### config.mk
export PLATFORM = sky130hd
export DESIGN_NAME = packet_xor_stream
export DESIGN_NICKNAME = d
export VERILOG_FILES = /design/src/rtl/ec_accel_pkg.sv /design/src/rtl/packet_beat_xor.sv /design/src/rtl/packet_xor_stream.sv
export SDC_FILE = /design/constraint.sdc
export NUM_CORES = 1
export LEC_CHECK = 0
export CORE_MARGIN = 3
export CORE_UTILIZATION = 35
export CTS_CLUSTER_DIAMETER = 30
export DETAILED_ROUTE_END_ITERATION = 6
export PLACE_DENSITY_LB_ADDON = 0.15
export SYNTH_ARGS = -nofsm -noshare
export SYNTH_HDL_FRONTEND = slang
export SYNTH_HIERARCHICAL = 1
export SYNTH_SLANG_ARGS = --single-unit
export TNS_END_PERCENT = 50
### constraint.sdc
create_clock -name clk -period 1.5 [get_ports clk]
set_clock_uncertainty 0.15 [all_clocks]
set_input_delay 0.15 -clock clk [delete_from_list [all_inputs] [get_ports clk]]
set_output_delay 0.15 -clock clk [all_outputs]
set_load 0.01 [all_outputs]
### src/rtl/ec_accel_pkg.sv
// Shared types and sizing for the EC accelerator packet XOR datapath.
// Default geometry: 8 packets per beat, 4 words per packet, 2-bit words, 16-beat stripes.
package ec_accel_pkg;

  localparam int PXS_IN_PER_BEAT   = 8;
  localparam int PXS_W             = 4;
  localparam int PXS_PACKET_LENGTH = 2;
  localparam int PXS_MAX_BEATS     = 16;

  typedef logic [PXS_PACKET_LENGTH-1:0] word_t;

  typedef enum logic [1:0] {
    IDLE  = 2'd0,
    ACCUM = 2'd1,
    OUT   = 2'd2
  } pxs_state_e;

  // Beat counter must be able to hold MAX_BEATS itself, not just MAX_BEATS-1.
  function automatic int pxs_cnt_width(input int max_beats);
    return $clog2(max_beats + 1);
  endfunction

  localparam int PXS_CNT_W = pxs_cnt_width(PXS_MAX_BEATS);

endpackage

### src/rtl/packet_beat_xor.sv
// Masked XOR of one word position across all packets of a beat.
// Purely combinational; an all-zero mask yields zero.
module packet_beat_xor
  import ec_accel_pkg::*;
#(
  parameter int IN_PER_BEAT = PXS_IN_PER_BEAT
) (
  input  word_t [0:IN_PER_BEAT-1] packets,
  input  logic  [IN_PER_BEAT-1:0] mask,
  output word_t                   word_xor
);

  always_comb begin
    word_xor = '0;
    for (int j = 0; j < IN_PER_BEAT; j++) begin
      if (mask[j]) begin
        word_xor = word_xor ^ packets[j];
      end
    end
  end

endmodule

### src/rtl/packet_xor_stream.sv
// Streaming stripe parity: XORs masked packets over up to MAX_BEATS beats, emits one parity packet.
// Define PKT_XOR_PIPE_EN to register the beat XOR before accumulation (one extra cycle of latency).
module packet_xor_stream
  import ec_accel_pkg::*;
#(
  parameter  int IN_PER_BEAT = PXS_IN_PER_BEAT,
  parameter  int W           = PXS_W,
  parameter  int MAX_BEATS   = PXS_MAX_BEATS,
  localparam int CNT_W       = pxs_cnt_width(MAX_BEATS)
) (
  input  logic                               clk,
  input  logic                               rst,
  input  logic                               in_valid,
  output logic                               in_ready,
  input  word_t [0:W-1][0:IN_PER_BEAT-1]     in_packets,
  input  logic  [IN_PER_BEAT-1:0]            in_mask,
  input  logic                               in_last,
  output logic                               out_valid,
  input  logic                               out_ready,
  output word_t [0:W-1]                      out_xor,
  output logic  [CNT_W-1:0]                  out_beats,
  output logic                               overflow
);

  localparam logic [CNT_W-1:0] MAX_CNT = CNT_W'(MAX_BEATS);

  pxs_state_e       state_q, state_d;
  word_t [0:W-1]    acc_q, acc_d;
  logic [CNT_W-1:0] cnt_q, cnt_d;
  logic             ovf_q, ovf_d;

  word_t [0:W-1]    bx;
  logic [CNT_W-1:0] cnt_inc;
  logic             accept, hit_max, beat_end, beat_ovf;

  // Beat presented to the accumulator, either straight from the input or from the stage.
  logic             acc_en, acc_end, acc_ovf;
  word_t [0:W-1]    acc_bx;

  for (genvar gi = 0; gi < W; gi++) begin : g_word
    packet_beat_xor #(
      .IN_PER_BEAT(IN_PER_BEAT)
    ) u_beat_xor (
      .packets  (in_packets[gi]),
      .mask     (in_mask),
      .word_xor (bx[gi])
    );
  end

  // The counter tracks accepted beats, so a stripe end is decided at accept time.
  assign cnt_inc  = cnt_q + CNT_W'(1);
  assign hit_max  = (cnt_inc == MAX_CNT);
  assign beat_end = in_last || hit_max;
  assign beat_ovf = hit_max && !in_last;
  assign accept   = in_valid && in_ready;

`ifdef PKT_XOR_PIPE_EN
  logic          stg_valid_q, stg_valid_d;
  logic          stg_last_q, stg_last_d;
  logic          stg_ovf_q, stg_ovf_d;
  word_t [0:W-1] stg_bx_q, stg_bx_d;

  // A staged stripe end blocks further beats until OUT is reached.
  assign in_ready = (state_q != OUT) && !(stg_valid_q && stg_last_q) && !rst;

  always_comb begin
    stg_valid_d = accept;
    stg_bx_d    = stg_bx_q;
    stg_last_d  = stg_last_q;
    stg_ovf_d   = stg_ovf_q;
    if (accept) begin
      stg_bx_d   = bx;
      stg_last_d = beat_end;
      stg_ovf_d  = beat_ovf;
    end
  end

  always_ff @(posedge clk) begin
    if (rst) begin
      stg_valid_q <= 1'b0;
      stg_last_q  <= 1'b0;
      stg_ovf_q   <= 1'b0;
      stg_bx_q    <= '0;
    end else begin
      stg_valid_q <= stg_valid_d;
      stg_last_q  <= stg_last_d;
      stg_ovf_q   <= stg_ovf_d;
      stg_bx_q    <= stg_bx_d;
    end
  end

  assign acc_en  = stg_valid_q;
  assign acc_bx  = stg_bx_q;
  assign acc_end = stg_last_q;
  assign acc_ovf = stg_ovf_q;
`else
  assign in_ready = (state_q != OUT) && !rst;

  assign acc_en  = accept;
  assign acc_bx  = bx;
  assign acc_end = beat_end;
  assign acc_ovf = beat_ovf;
`endif

  always_comb begin
    state_d   = state_q;
    acc_d     = acc_q;
    cnt_d     = cnt_q;
    ovf_d     = ovf_q;
    out_valid = 1'b0;
    out_xor   = '0;
    out_beats = '0;

    if (accept) begin
      cnt_d = cnt_inc;
    end

    case (state_q)
      IDLE: begin
        if (acc_en) begin
          acc_d   = acc_bx;
          state_d = acc_end ? OUT : ACCUM;
          ovf_d   = ovf_q | acc_ovf;
        end
      end
      ACCUM: begin
        if (acc_en) begin
          acc_d   = acc_q ^ acc_bx;
          state_d = acc_end ? OUT : ACCUM;
          ovf_d   = ovf_q | acc_ovf;
        end
      end
      OUT: begin
        out_valid = 1'b1;
        out_xor   = acc_q;
        out_beats = cnt_q;
        if (out_ready) begin
          acc_d   = '0;
          cnt_d   = '0;
          state_d = IDLE;
        end
      end
      default: state_d = IDLE;
    endcase
  end

  always_ff @(posedge clk) begin
    if (rst) begin
      state_q <= IDLE;
      acc_q   <= '0;
      cnt_q   <= '0;
      ovf_q   <= 1'b0;
    end else begin
      state_q <= state_d;
      acc_q   <= acc_d;
      cnt_q   <= cnt_d;
      ovf_q   <= ovf_d;
    end
  end

  assign overflow = ovf_q;

endmodule

======== After elaboration in Yosys (flattened, before gate mapping) ========
Index checks and enable logic that the tools add are counted.
word-level totals
  register bits after elaboration ......... 16
  bits in latches ......................... 0
  bits in writable memories ............... 0
  memory bits (read-only) ................. 0
  bits of input ports ..................... 77
  memories ................................ 0
operators by class
  $add $sub $neg .......................... 1
  multiply operators ...................... 0
  div/mod/pow operators ................... 0
  $lt $le $gt $ge ......................... 0
  equal/unequal tests ..................... 8
  shift-type cells ........................ 0
  muxes and demuxes ....................... 46
  bitwise gates (word level) .............. 30
  reduce and logical (&&, ||, !) cells .... 12
operators with widths
  kind                                                   number
  2-to-1 mux 2 bit                                       35
  XOR 2 bit                                              28
  2-to-1 mux 8 bit                                       4
  case mux 8 bit (3 select lines)                        1
  2-to-1 mux 5 bit                                       4
  inequality test 2 bit, second input constant           4
  XOR 8 bit                                              1
  adder 5 x 1 -> 5 bit, second input constant            1
  equality test 5 bit, second input constant             1
  case mux 2 bit (2 select lines)                        1
  AND reduction 2 bit                                    2
  AND reduction 4 bit                                    1
  logical AND 1 bit                                      3
  nonzero test 3 bit                                     1
  equality test 2 x 1 -> 1 bit, second input constant    1
  equality test 2 bit, second input constant             1
  logical NOT 1 bit                                      2
  logical NOT 2 bit                                      1
  inequality test 2 x 1 -> 1 bit, second input constant  1
  OR reduction 2 bit                                     1
  logical OR 1 bit                                       1
  2-to-1 mux 1 bit                                       1
  bitwise OR 1 bit                                       1

======== Depth between registers and ports, before layout ========
  depth in word-level cells ............... 18
  mapped depth ............................ 8

======== Modules after synthesis ========
Netlist, hierarchy kept.
modules (own cells, without submodules)
  module             instances  cells an instance  area each (um2)
  packet_xor_stream  1          128                1091.0
  packet_beat_xor    4          30                 182.7

======== Least setup slack after synthesis ========
Ideal clock, no wire load.
  path kind ............................... reg2reg
  start ................................... reg state_q[0]
  end ..................................... reg ovf_q (netlist: overflow)
  data arrival time ....................... 1.481 ns
  required time ........................... 1.285 ns
  setup slack ............................. -0.196 ns
  stages on the path, launching flop included .. 8
  buffers on the path ..................... 1
  period minus slack after synthesis ...... 1.696 ns
  path through ............................ dfxtp_1 -> inv_1 -> ha_1 -> buf_6 -> nor3b_4 -> nor3b_2 -> a41oi_1 -> nor2_1
on the way
  longest elaborated chain between the ends .. 4
  elaborated cells on any way between the ends .. 7
RTL lines
  item                                      RTL line                  RTL
  start, declared                           packet_xor_stream.sv:27   pxs_state_e state_q, state_d;
  start signal, assigned                    packet_xor_stream.sv:154  state_q <= state_d;
  inequality test 2 bit                     packet_xor_stream.sv:97   assign in_ready = (state_q != OUT) && !rst;
  logical AND 1 bit                         packet_xor_stream.sv:97
  logical AND 1 bit                         packet_xor_stream.sv:55   assign accept = in_valid && in_ready;
  AND reduction 2 bit (no source line) (*)  n/a
  end signal, assigned                      packet_xor_stream.sv:157  ovf_q <= ovf_d;
  end, declared                             packet_xor_stream.sv:30   logic ovf_q, ovf_d;
Mark *: on every way between the ends. The rest lies on a longest branch, timed or not.
A chain may end at the register's enable or synchronous reset.

======== Worst setup path in the final report ========
  start ................................... reg state_q[0]
  end ..................................... out out_beats[0]
on the way
  longest elaborated chain between the ends .. 2
RTL lines
  item                 RTL line                  RTL
  equality test 2 bit  packet_xor_stream.sv:118  case (state_q)
  2-to-1 mux 5 bit     packet_xor_stream.sv:118
  end, declared        packet_xor_stream.sv:21   output logic [CNT_W-1:0] out_beats,
No other way between the ends.

==> reports/results.txt <==
Status - complete, but fails checks
Failing checks - negative setup slack
Rows - 25
Async set-or-reset flop fraction in the synthesized netlist - 0%
Mean Syn Cell Area - 7.35 um2
P_int - 2630 uW
Final nets - 460
Synth top area cells - xnor2_1, dfxtp_1, nand2_1, xor2_1, mux2i_1
Die Area - 6110 um2
Crit-path cells - inv_2, ha_4, buf_4, buf_6, buf_4, and2_1, buf_2
Psw - 1840 uW
Clock Latency Late Sink - 250 ps
Synthesized area - 1820 um2
Yosys Warn Count - 6
CP Class - reg2out
Leak - 0.00196 uW
Pwr Density - 1190 nW/um2
Total track usage - 18.3%
Clock power share - 8.9%
Comb pwr share - 74.1%
Net Sw Frac - 41.1%
Max-slew violations - 0
Worst Path Arrival - 1470 ps
Share of the synthesized area in the top cell type - 23.6%
Synth Flop Type - dfxtp_1
Crit-path slowest cell - dfxtp_2
Via count - 2126
Slew HR - 82.2%
Worst vdd ir - 1050 uV
Drt via density - 4.79
Crit-path most repeated cell - buf_4
Clock transition at path regs - 70 ps
Synthesized instance count - 248
Synth unique cells - 33
Setup Viol. Count Final - 30
R2R Setup Slk - -220 ps
Synth top cells by count - nand2_1, xnor2_1, dfxtp_1, a21oi_1, xor2_1
Number of routed nets with antenna violations - 0
CTS H-tree depth - 1
Fin crit period - 1770 ps
Tcrit/Tclk final - 118%
CTS max path bufs - 2
Crit path max fanout - 3
Core Box Area - 4880 um2
Drt total wl - 6460 um
Area leader, netlist - xnor2_1
Dpl ws - -721 ps
Starting Density - 37.3%
Largest net degree at the start of global routing - 10
Most numerous cell in the Yosys netlist - nand2_1
IO Count - 93
Pre-antenna DRT Iters - 4
CTS tree - done
CTS sink cnt - 16
Area Overhead vs Synth - 107%
Wirelength per Cell - 14.5 um
Crit path capture type - primary output
Max Freq - 0.566 GHz
Initial antenna violation count - 0
DRT iter0 DRCs - 63
Inserted Clock Buffers - 3
Die X - 78.1 um
Post-route cell area - 3770 um2
Remaining global-route overflow - 0
Share of layout cells above drive strength 1 - 45.9%
Placed cell areas - 3000 um2
Setup slack after layout - -268 ps
Hold Violations, Final - 0
First-pass GRT wire length - 9290 um
Fin util - 77.2%
Port bufs - 92
Ant diodes - 0
Startpoint Class - register
DRC - 0
RSZ-0062 raised after global routing - yes
Hold WC Path Type - reg2reg
Slew @ Worst Pin - 265 ps
Worst endpoint required time - 1200 ps
EDFF count, synth - 0
Reg power frac - 17.1%
Worst path max stage delay - 350 ps
DPL Wire Length - 4420 um
Root Buffer - clkbuf_8
Net Count, Synth - 330
# Max-Cap Violations - 0
DIE HEIGHT - 78.1 um
Hold WS - 365 ps
Placer congestion estimate - 0.768
Post-synthesis sequential area ratio - 17.6%
Yosys reg bits - 16
Number of global-route vias before repair - 2107
power groups by stage:
stage | Clock (uW) | Combinational, uW | Sequential, uW
floorplan | 0 | 1550 | 705
global placement | 0 | 2420 | 737
detailed placement | 0 | 2450 | 739
CTS | 397 | 2810 | 734
global route | 416 | 3560 | 790
finish | 398 | 3310 | 763
cells in the final DEF, fill, tap and decap left out, types with 2 or more instances in the layout:
cell	count
buf_2	6
o31ai_1	2
clkdlybuf4s50_1	22
xnor2_2	32
a31oi_1	2
buf_4	24
dlygate4sd2_1	5
clkbuf_8	4
nand4_1	3
mux2i_1	9
and2_1	5
xnor2_1	16
buf_6	22
a21oi_1	14
clkbuf_2	7
ha_4	4
nand2_1	40
dlymetal6s2s_1	43
xor2_1	7
o31ai_2	7
nand2_2	37
xor2_2	4
nor2_1	8
buf_12	2
inv_2	2
nor2b_1	8
dfxtp_1	14
a21oi_2	2
and2_4	8
worst max-delay path, delay by kind of cell, from the launching register on:
family	cells	cell delay, ps
fa+ha+maj	1	160
buf+inv	5	570
flops	1	350
simple gates	1	120
layer usage:
layer / GRT usage [%] / share of wire, % / up-vias
li1: - / - / 1067
met1: 23.6 / 41 / 979
met2: 32.4 / 53 / 74
met3: 2.64 / 5.2 / 6
met4: 3.85 / 0.99 / 0
met5: 0 / 0 / -
registers in the layout, summed over array words and instances (netlist names):
name	flops
acc_q	8
cnt_q	5
overflow	1
state_q	2
cell families (layout without fill, tap and decap cells):
| family | Yosys count | after routing | share of synthesized area [%] |
|---|---|---|---|
| adder cells (fa/ha/maj) | 5 | 5 | 3.43 |
| XOR/XNOR | 60 | 60 | 28.8 |
| multiplexers | 9 | 9 | 4.95 |
| AO/OA/AOI/OAI | 34 | 34 | 12.4 |
| flip-flops | 16 | 16 | 17.6 |
| buffers and inverters | 9 | 138 | 2.61 |
| AND/OR/NAND/NOR | 115 | 115 | 30.2 |
repair_timing:
| action | 4_1_cts | 5_1_grt |
|---|---|---|
| setup endpoints to repair | 30 | 31 |
| hold buffers | 0 | 0 |
| gates resized for setup | 113 | 139 |
| pin swaps | 33 | 83 |
| buffers inserted | 9 | 7 |
stage by stage:
| stage | cells | setup TNS [ps] | power (uW) |
|---|---|---|---|
| after detailed placement | 424 | -8330 | 3190 |
| after floorplan | 248 | -472 | 2260 |
| after global placement | 424 | -7930 | 3160 |
| final | 444 | -4950 | 4470 |
| after CTS | 437 | -3090 | 3940 |
| after global routing | 444 | -6810 | 4770 |
area by class of cell:
class                   instances  area [um2]
repair buffers                131        1340
well taps                      67        83.8
inverters                       3        11.3
fillers                       347        1110
multi-input cells             223        1960
clock buffers                   4        55.1
flip-flops and latches         16         325
final timing paths:
path	cells after the start	start	end
worst max-delay path	7	state_q[0]$_SDFFE_PP0P_	out_beats[0]
worst min-delay path	2	overflow$_SDFFE_PP0P_	overflow$_SDFFE_PP0P_
worst max register to register	8	state_q[0]$_SDFFE_PP0P_	cnt_q[4]$_SDFF_PP0_
worst min register to register	2	overflow$_SDFFE_PP0P_	overflow$_SDFFE_PP0P_
Power figures use the tool's default switching activity.
